`config.mk`:
```
export PLATFORM = sky130hd
export DESIGN_NAME = ula_carregador
export DESIGN_NICKNAME = d
export VERILOG_FILES = /design/src/rtl/ula_pkg.sv /design/src/rtl/detector_borda.sv /design/src/rtl/ula_carregador.sv
export SDC_FILE = /design/constraint.sdc
export NUM_CORES = 1
export LEC_CHECK = 0
export BUFFER_PORTS_ARGS = -buffer_cell sky130_fd_sc_hd__buf_2
export CAP_MARGIN = 20
export CORE_MARGIN = 2
export CORE_UTILIZATION = 48
export DETAILED_ROUTE_END_ITERATION = 7
export GPL_TIMING_DRIVEN = 1
export PLACE_DENSITY = 0.78
export SYNTH_ARGS = -nofsm -noshare
export SYNTH_HDL_FRONTEND = slang
export SYNTH_SLANG_ARGS = --single-unit
```
`constraint.sdc`:
```
create_clock -name clk -period 1.6 [get_ports clk]
set_input_delay 0.16 -clock clk [delete_from_list [all_inputs] [get_ports clk]]
set_output_delay 0.16 -clock clk [all_outputs]
set_load 0.05 [all_outputs]
```
`src/rtl/ula_pkg.sv`:
```
// ula_pkg: shared types and constants for the ULA operand loader.
//   estado_t   : loader FSM states (encoding is visible on the estado port)
//   LARGURA    : operand/result width
//   LARGURA_OP : op_sel width
//   MODO_BIT   : bit of the op word that selects logic mode
//   OP_*       : logic-mode operation encodings understood by the ULA
package ula_pkg;

  localparam int LARGURA    = 6;
  localparam int LARGURA_OP = 3;
  localparam int MODO_BIT   = 3;

  localparam logic [LARGURA_OP-1:0] OP_AND = 3'd0;
  localparam logic [LARGURA_OP-1:0] OP_OR  = 3'd1;
  localparam logic [LARGURA_OP-1:0] OP_XOR = 3'd2;
  localparam logic [LARGURA_OP-1:0] OP_NOT = 3'd3;

  typedef enum logic [2:0] {
    CARREGA_A  = 3'd0,
    CARREGA_B  = 3'd1,
    CARREGA_OP = 3'd2,
    EXECUTA    = 3'd3,
    MOSTRA     = 3'd4
  } estado_t;

endpackage

```
`src/rtl/detector_borda.sv`:
```
// detector_borda: 1-bit rising-edge detector.
//   clk, reset_n : clock, asynchronous active-low reset
//   i_sinal      : level input (assumed synchronous)
//   o_borda      : high in the cycle i_sinal is 1 and was 0 at the previous edge
// RESET_VAL sets the remembered previous level after reset; using 1 means a
// level already high when reset is released is not reported as an edge.
module detector_borda #(
  parameter logic RESET_VAL = 1'b1
) (
  input  logic clk,
  input  logic reset_n,
  input  logic i_sinal,
  output logic o_borda
);

  logic r_sinal_d;

  always_ff @(posedge clk or negedge reset_n) begin
    if (!reset_n) r_sinal_d <= RESET_VAL;
    else          r_sinal_d <= i_sinal;
  end

  assign o_borda = i_sinal & ~r_sinal_d;

endmodule

```
`src/rtl/ula_carregador.sv`:
```
// ula_carregador: sequential operand loader and result capture for the ULA.
// Words arrive on the shared dado bus, one per rising edge of carregar, in the
// order A, B, op. The op word carries op_sel in [2:0] and modo in [3]. One cycle
// after the op load, the ULA's combinational result is registered for display.
//   clk, reset_n      : clock, asynchronous active-low reset
//   dado              : shared entry bus
//   carregar          : load button (level); its rising edge loads one word
//   cancela           : synchronous abort back to CARREGA_A, clears operands
//   A, B, modo, op_sel: registered drive to the ULA
//   O_ula, zero_ula   : ULA result return path
//   resultado,zero_out: registered result and zero flag
//   resultado_valido  : one-cycle pulse when resultado updates
//   ocupado           : high while an operation is in progress
//   estado            : current FSM state
module ula_carregador #(
  parameter int LARGURA    = 6,
  parameter int LARGURA_OP = 3
) (
  input  logic                  clk,
  input  logic                  reset_n,
  input  logic [LARGURA-1:0]    dado,
  input  logic                  carregar,
  input  logic                  cancela,
  output logic [LARGURA-1:0]    A,
  output logic [LARGURA-1:0]    B,
  output logic                  modo,
  output logic [LARGURA_OP-1:0] op_sel,
  input  logic [LARGURA-1:0]    O_ula,
  input  logic                  zero_ula,
  output logic [LARGURA-1:0]    resultado,
  output logic                  zero_out,
  output logic                  resultado_valido,
  output logic                  ocupado,
  output logic [2:0]            estado
);

  import ula_pkg::*;

  estado_t               r_estado, w_prox;
  logic                  w_borda;
  logic                  w_ld_a, w_ld_b, w_ld_op, w_captura, w_limpa;
  logic [LARGURA-1:0]    r_a, r_b, r_resultado;
  logic                  r_modo, r_zero, r_valido;
  logic [LARGURA_OP-1:0] r_op_sel;

  detector_borda #(.RESET_VAL(1'b1)) u_borda (
    .clk     (clk),
    .reset_n (reset_n),
    .i_sinal (carregar),
    .o_borda (w_borda)
  );

  always_ff @(posedge clk or negedge reset_n) begin
    if (!reset_n) r_estado <= CARREGA_A;
    else          r_estado <= w_prox;
  end

  // cancela outranks any load edge; EXECUTA ignores the edge and always
  // spends exactly one cycle so the ULA result has settled before capture.
  always_comb begin
    w_prox    = r_estado;
    w_ld_a    = 1'b0;
    w_ld_b    = 1'b0;
    w_ld_op   = 1'b0;
    w_captura = 1'b0;
    w_limpa   = 1'b0;
    if (cancela) begin
      w_limpa = 1'b1;
      w_prox  = CARREGA_A;
    end else begin
      case (r_estado)
        CARREGA_A: if (w_borda) begin
          w_ld_a = 1'b1;
          w_prox = CARREGA_B;
        end
        CARREGA_B: if (w_borda) begin
          w_ld_b = 1'b1;
          w_prox = CARREGA_OP;
        end
        CARREGA_OP: if (w_borda) begin
          w_ld_op = 1'b1;
          w_prox  = EXECUTA;
        end
        EXECUTA: begin
          w_captura = 1'b1;
          w_prox    = MOSTRA;
        end
        MOSTRA: if (w_borda) begin
          // chaining: a load edge here starts a new operation with A
          w_ld_a = 1'b1;
          w_prox = CARREGA_B;
        end
        default: w_prox = CARREGA_A;
      endcase
    end
  end

  always_ff @(posedge clk or negedge reset_n) begin
    if (!reset_n) begin
      r_a         <= '0;
      r_b         <= '0;
      r_modo      <= 1'b0;
      r_op_sel    <= '0;
      r_resultado <= '0;
      r_zero      <= 1'b1;
      r_valido    <= 1'b0;
    end else begin
      r_valido <= w_captura;
      if (w_limpa) begin
        r_a      <= '0;
        r_b      <= '0;
        r_modo   <= 1'b0;
        r_op_sel <= '0;
      end else begin
        if (w_ld_a) r_a <= dado;
        if (w_ld_b) r_b <= dado;
        if (w_ld_op) begin
          r_op_sel <= dado[LARGURA_OP-1:0];
          r_modo   <= dado[MODO_BIT];
        end
      end
      // resultado/zero_out survive cancela; only an EXECUTA cycle updates them
      if (w_captura) begin
        r_resultado <= O_ula;
        r_zero      <= zero_ula;
      end
    end
  end

  assign A                = r_a;
  assign B                = r_b;
  assign modo             = r_modo;
  assign op_sel           = r_op_sel;
  assign resultado        = r_resultado;
  assign zero_out         = r_zero;
  assign resultado_valido = r_valido;
  assign estado           = r_estado;
  assign ocupado          = (r_estado == CARREGA_B) || (r_estado == CARREGA_OP) ||
                            (r_estado == EXECUTA);

endmodule

```
==> Yosys cells after proc, flatten, opt, wreduce, memory -nomap -nowiden <==
Index checks and enable logic that the tools add are counted.
{ "word_totals": {"reg_bits": 28, "inputBits": 17, "out_inout_bits": 28} }
{ "classes": {"mux": 23, "n_bitwise": 2, "n_reduce_logical": 8, "eq_ne": 7} }
{ "ops": {"columns": ["op", "count"], "rows": [
  ["$mux 6", 4],
  ["$mux 3", 6],
  ["$mux 1", 12],
  ["$pmux 3 s4", 1],
  ["$eq 3x2->1 const B", 2],
  ["$ne 3x2->1 const B", 2],
  ["$reduce_bool 2->1", 3],
  ["$eq 3x1->1 const B", 1],
  ["$eq 3x3->1 const B", 1],
  ["$logic_not 3->1", 1],
  ["$ne 3x1->1 const B", 1],
  ["$reduce_and 3->1", 1],
  ["$logic_or 1x1->1", 2],
  ["$reduce_or 2->1", 1],
  ["$and 1x1->1", 1],
  ["$not 1->1", 1]
]} }

==> Longest topological paths before layout <==
{ "logic_depth": {"depth_word": 7, "depth_mapped": 4, "mapped_depth_nobuf": 3} }

==> Modules after synthesis <==
Synthesis repeated with hierarchy kept, for this count alone.
{ "unflattened": {"hier_cells": 91, "hier_area_um2": 1182.4} }
{ "modules_own_cells": {"columns": ["mod", "cells_each", "seq_area_each_um2", "area_per_inst_um2", "instances"], "rows": [
  ["ula_carregador", 89, 676.9, 1142.3, 1],
  ["detector_borda", 2, 26.3, 40.0, 1]
]} }

==> Worst setup path before layout <==
OpenSTA, ideal clock, no wires.
{ "synth_path": {"kind": "reg-to-reg", "start": "reg r_estado[2] (netlist: estado[2])", "end": "reg r_resultado[0] (netlist: resultado[0])", "t_required_ps": 1475, "n_path_buf": 1, "path_slack_ps": -105, "t_arrival_ps": 1580, "synth_period_minus_slack_ps": 1705, "path_stages_with_launch": 5, "path_cell_list": "dfrtp_1 buf_6 nand3b_1 nor2_2 mux2_2"} }
{ "synth_between": {"elab_chain_cells": 3} }
{ "synth_rtl": {"columns": ["element", "line", "rtl"], "rows": [
  ["from (decl)", "ula_carregador.sv:39", "estado_t r_estado, w_prox;"],
  ["from (signal assigned)", "ula_carregador.sv:55", "else r_estado <= w_prox;"],
  ["$eq 3x2->1", "ula_carregador.sv:71", "case (r_estado)"],
  ["$mux 1", "ula_carregador.sv:71", null],
  ["$mux 1", "ula_carregador.sv:67", "if (cancela) begin"],
  ["via w_captura", "ula_carregador.sv:41", "logic w_ld_a, w_ld_b, w_ld_op, w_captura, w_limpa;"],
  ["to (signal assigned)", "ula_carregador.sv:124", "r_resultado <= O_ula;"],
  ["to (decl)", "ula_carregador.sv:42", "logic [LARGURA-1:0] r_a, r_b, r_resultado;"]
]} }
The timed path passes the listed nets, and every way through them passes these cells.
A chain may end at the register's enable or synchronous reset.

==> Worst setup path after layout <==
{ "layout_path": {"start": "reg r_estado[0] (netlist: estado[0])", "end": "out ocupado"} }
{ "layout_between": {"elab_chain_cells": 3, "word_cells_on_any_way": 5} }
{ "layout_rtl": {"columns": ["element", "line", "rtl"], "rows": [
  ["$eq 3x1->1 / $eq 3x2->1 (equally long branches)", "ula_carregador.sv:138", "assign ocupado = (r_estado == CARREGA_B) || (r_estado == CARREGA_OP) ||"],
  ["$logic_or 1x1->1", "ula_carregador.sv:138", null],
  ["$logic_or 1x1->1 *", "ula_carregador.sv:138", null],
  ["to (decl)", "ula_carregador.sv:33", "output logic ocupado,"]
]} }
Mark *: on every way between the ends. The rest lies on a longest branch, timed or not.

==> summary.md <==
| Metric | Value |
|---|---|
| Worst-skew pair later-pin latency | between 0.3 and 0.4 ns |
| CP cell instances | nor2_1, nor2_1, buf_2 |
| Share of layout cells above drive strength 1 | 47.6% |
| Starting Density | about 50% |
| Boundary Pins | 45 |
| Status | finished, final reports clean |
| CP Class | reg2out |
| Maximum clock path buffer count | 2 |
| Seq/Total Area, Yosys | 57.2% |
| Cells after Synth | 96 |
| Slowest CP cell | dfrtp_2 |
| Dpl cells | 167 |
| CP dominant cell by count | nor2_1 |
| CP peak stage delay | 0.47 ns |
| Overall Global Routing Usage | ~17% |
| WP data required | approximately 1.4 ns |
| Input/output buffers | 44 |
| H-tree depth | 1 |
| Gates resized, CTS repair | 0 |
| WL final | ~2200 um |
| Critical Path Start Type | flop |
| Worst Max-Slew Pin Slew | 0.603 ns |
| DR WL/cell | roughly 13 um |
| Cts bufs inserted | 3 |
| MaxCap Viol Count | 0 |
| Clk_skew | 0.00675 ns |
| Core Box Area | 0.00245 mm2 |
| Worst r2r path cells | 3 |
| Synth Register Bits | 28 |
| Slew headroom | 59.8% |
| Cell Pwr Density | 961 mW/mm2 |
| Max frequency | 685 MHz |
| WHS Path Cells | 2 |
| Via count | between 800 and 900 |
| Post-synth net total | around 110 |
| # setup viols final | 0 |
| Synth warnings | 0 |
| Routed Antenna Nets | 0 |
| Largest net degree at the start of global routing | 29 |
| Nets | between 150 and 200 |
| Reg clk slew, reported paths | roughly 0.14 ns |
| Crit end category | output port |
| First-pass iteration count of the detailed router | 4 |
| First-pass GRT wire length | 3620 um |
| Ant diodes | 0 |
| Hold-fix buffers, CTS | 2 |
| Non-filler instance count after layout | 173 |
| Std-Cell Rows | 18 |
| Clk root buf | clkbuf_4 |
| Mux contribution to synthesized area | between 15 and 20% |
| Initial drt markers | 14 |
| Gp weighted congestion | between 0.7 and 0.8 |
| Post-Synth XOR/XNOR Area | 0% |
| Worst-path maximum fanout | 7 |
| Fin crit period | around 1.5 ns |
| Reg area | between 700 and 800 um2 |
| TritonCTS clock tree | built |
| DR DRC count | 0 |
| Hold crit path type | in2reg |
| Die X-Extent | 54.6 um |
| Initial antenna violation count | 0 |
| CP arrival | 1.30 ns |
| Fillcell total | 222 |
| Most frequent cells in the layout | 44 x buf_2, 23 x dfrtp_1, 16 x nand2b_1, 14 x mux2i_1, 9 x mux2_2 |
| Total congestion overflow | 0 |
| Setup bufs post-CTS | 0 |
| Main combinational cell family by area after synthesis | multiplexers |
| Post-synthesis simple-gate area fraction | between 10% and 20% |
| Sum of negative setup slack | 0 ns |
| Die Y | 54.6 um |
| Complex-gate fraction of the synthesized area | 2.55% |
| RSZ-0062 raised after global routing | no |
| Mapped cell area | roughly 0.0012 mm2 |
| Area Growth Syn to Fin | 24.4% |
| Fin. Hold Viols | 0 |
| Avg Synthesized Cell Area | 12.8 um2 |
| Commonest non-fill, non-tap cell in the layout | buf_2 |
| Vias per inst | 4.95 |
| Die ar. | 0.00298 mm2 |
| Adder-cell area share of the yosys netlist | 0% |
| Multi-input combinational cell area | 482 um2 |
| Synth cell types | 22 |
| Pins over their slew limit | 0 |
| Clk sink count | 28 |
| Lkg Pwr | slightly above 0.0008 uW |
| Final period util | 91.2% |
| Max VDD drop | between 0.0007 and 0.0008 V |
| Vias in the first global route | 817 |
## report_power, final
part,internal (uW),switching (uW)
sequential,757,24.0
combinational,100,250
clock,139,198
total,997,472
## through the flow
stage / power [uW] / hold WS, ns / worst slack, ns / utilization (%) / area (um2)
floorplan: 1050 / -0.136 / 0.0423 / - / 1240
global placement: 1140 / 0.196 / 0.238 / 60.0 / 1470
detailed placement: 1150 / 0.210 / 0.188 / 60.0 / 1470
CTS: 1480 / 0.0512 / 0.136 / 62.3 / 1530
global route: 1540 / 0.0432 / 0.0439 / 62.3 / 1530
finish: 1470 / 0.0579 / 0.141 / 62.3 / 1530
## worst max-delay path: cells and delay by family, from the launching register on
kind	cells	cell delay [ns]
buffers and inverters	1	0.21
AND/OR/NAND/NOR	2	0.30
flip-flops	1	0.47
## kinds of logic after synthesis
group / count (synthesis)
AOI/OAI and AO/OA: 5
and+or+nand+nor: 31
buffers and inverters: 9
muxes: 23
DFF: 28
## per-layer routing
metal | routed length, um | up-vias | global-route usage, %
met3 | 99 | 4 | 3.28
met4 | 29 | 0 | 6.25
met5 | 0 | - | 0
li1 | - | 421 | -
met2 | 1130 | 21 | 29.2
met1 | 941 | 411 | 21.4
## worst paths after layout
| kind | start | end | slack [ns] |
|---|---|---|---|
| min in group asynchronous | reset_n | A[5]$_DFFE_PN0P_ | 0.36 |
| worst min-delay path | O_ula[3] | resultado[3]$_DFFE_PN0P_ | 0.06 |
| worst max-delay path | estado[0]$_DFFE_PN0P_ | ocupado | 0.14 |
| worst max register to register | estado[2]$_DFFE_PN0P_ | resultado[1]$_DFFE_PN0P_ | 0.18 |
| worst min register to register | resultado[3]$_DFFE_PN0P_ | resultado[3]$_DFFE_PN0P_ | 0.52 |
| max in group asynchronous | reset_n | estado[0]$_DFFE_PN0P_ | 0.81 |
## cell usage after synthesis, drive strengths merged
| cell | number | share of area (%) |
|---|---|---|
| buf | 2 | 1.8 |
| nand3 | 1 | 0.41 |
| o21ai | 1 | 0.41 |
| nand3b | 1 | 0.61 |
| dfrtp | 26 | 53 |
| nor2 | 4 | 1.4 |
| a21oi | 3 | 1.5 |
| dfstp | 2 | 4.3 |
| or4b | 1 | 1.1 |
| inv | 5 | 1.5 |
| or3 | 2 | 1.0 |
| nand2b | 17 | 9.3 |
| mux2i | 14 | 11 |
| nor3 | 2 | 1.2 |
| nor2b | 3 | 1.5 |
| clkbuf | 2 | 0.61 |
| o21a | 1 | 0.61 |
| mux2 | 9 | 8.2 |
## sequential cells by signal (all words and copies together) (netlist names)
| signal | flops |
|---|---|
| A | 6 |
| B | 6 |
| resultado | 6 |
| estado | 3 |
| op_sel | 3 |
| modo | 1 |
| resultado_valido | 1 |
| u_borda.r_sinal_d | 1 |
| zero_out | 1 |
## layout make-up
type	count	area share, %
inverters	5	1.23
clock buffers	4	2.37
well taps	30	2.45
repair buffers	47	16.2
multi-input cells	59	31.5
flip-flops and latches	28	46.2
Power figures use the tool's default switching activity.
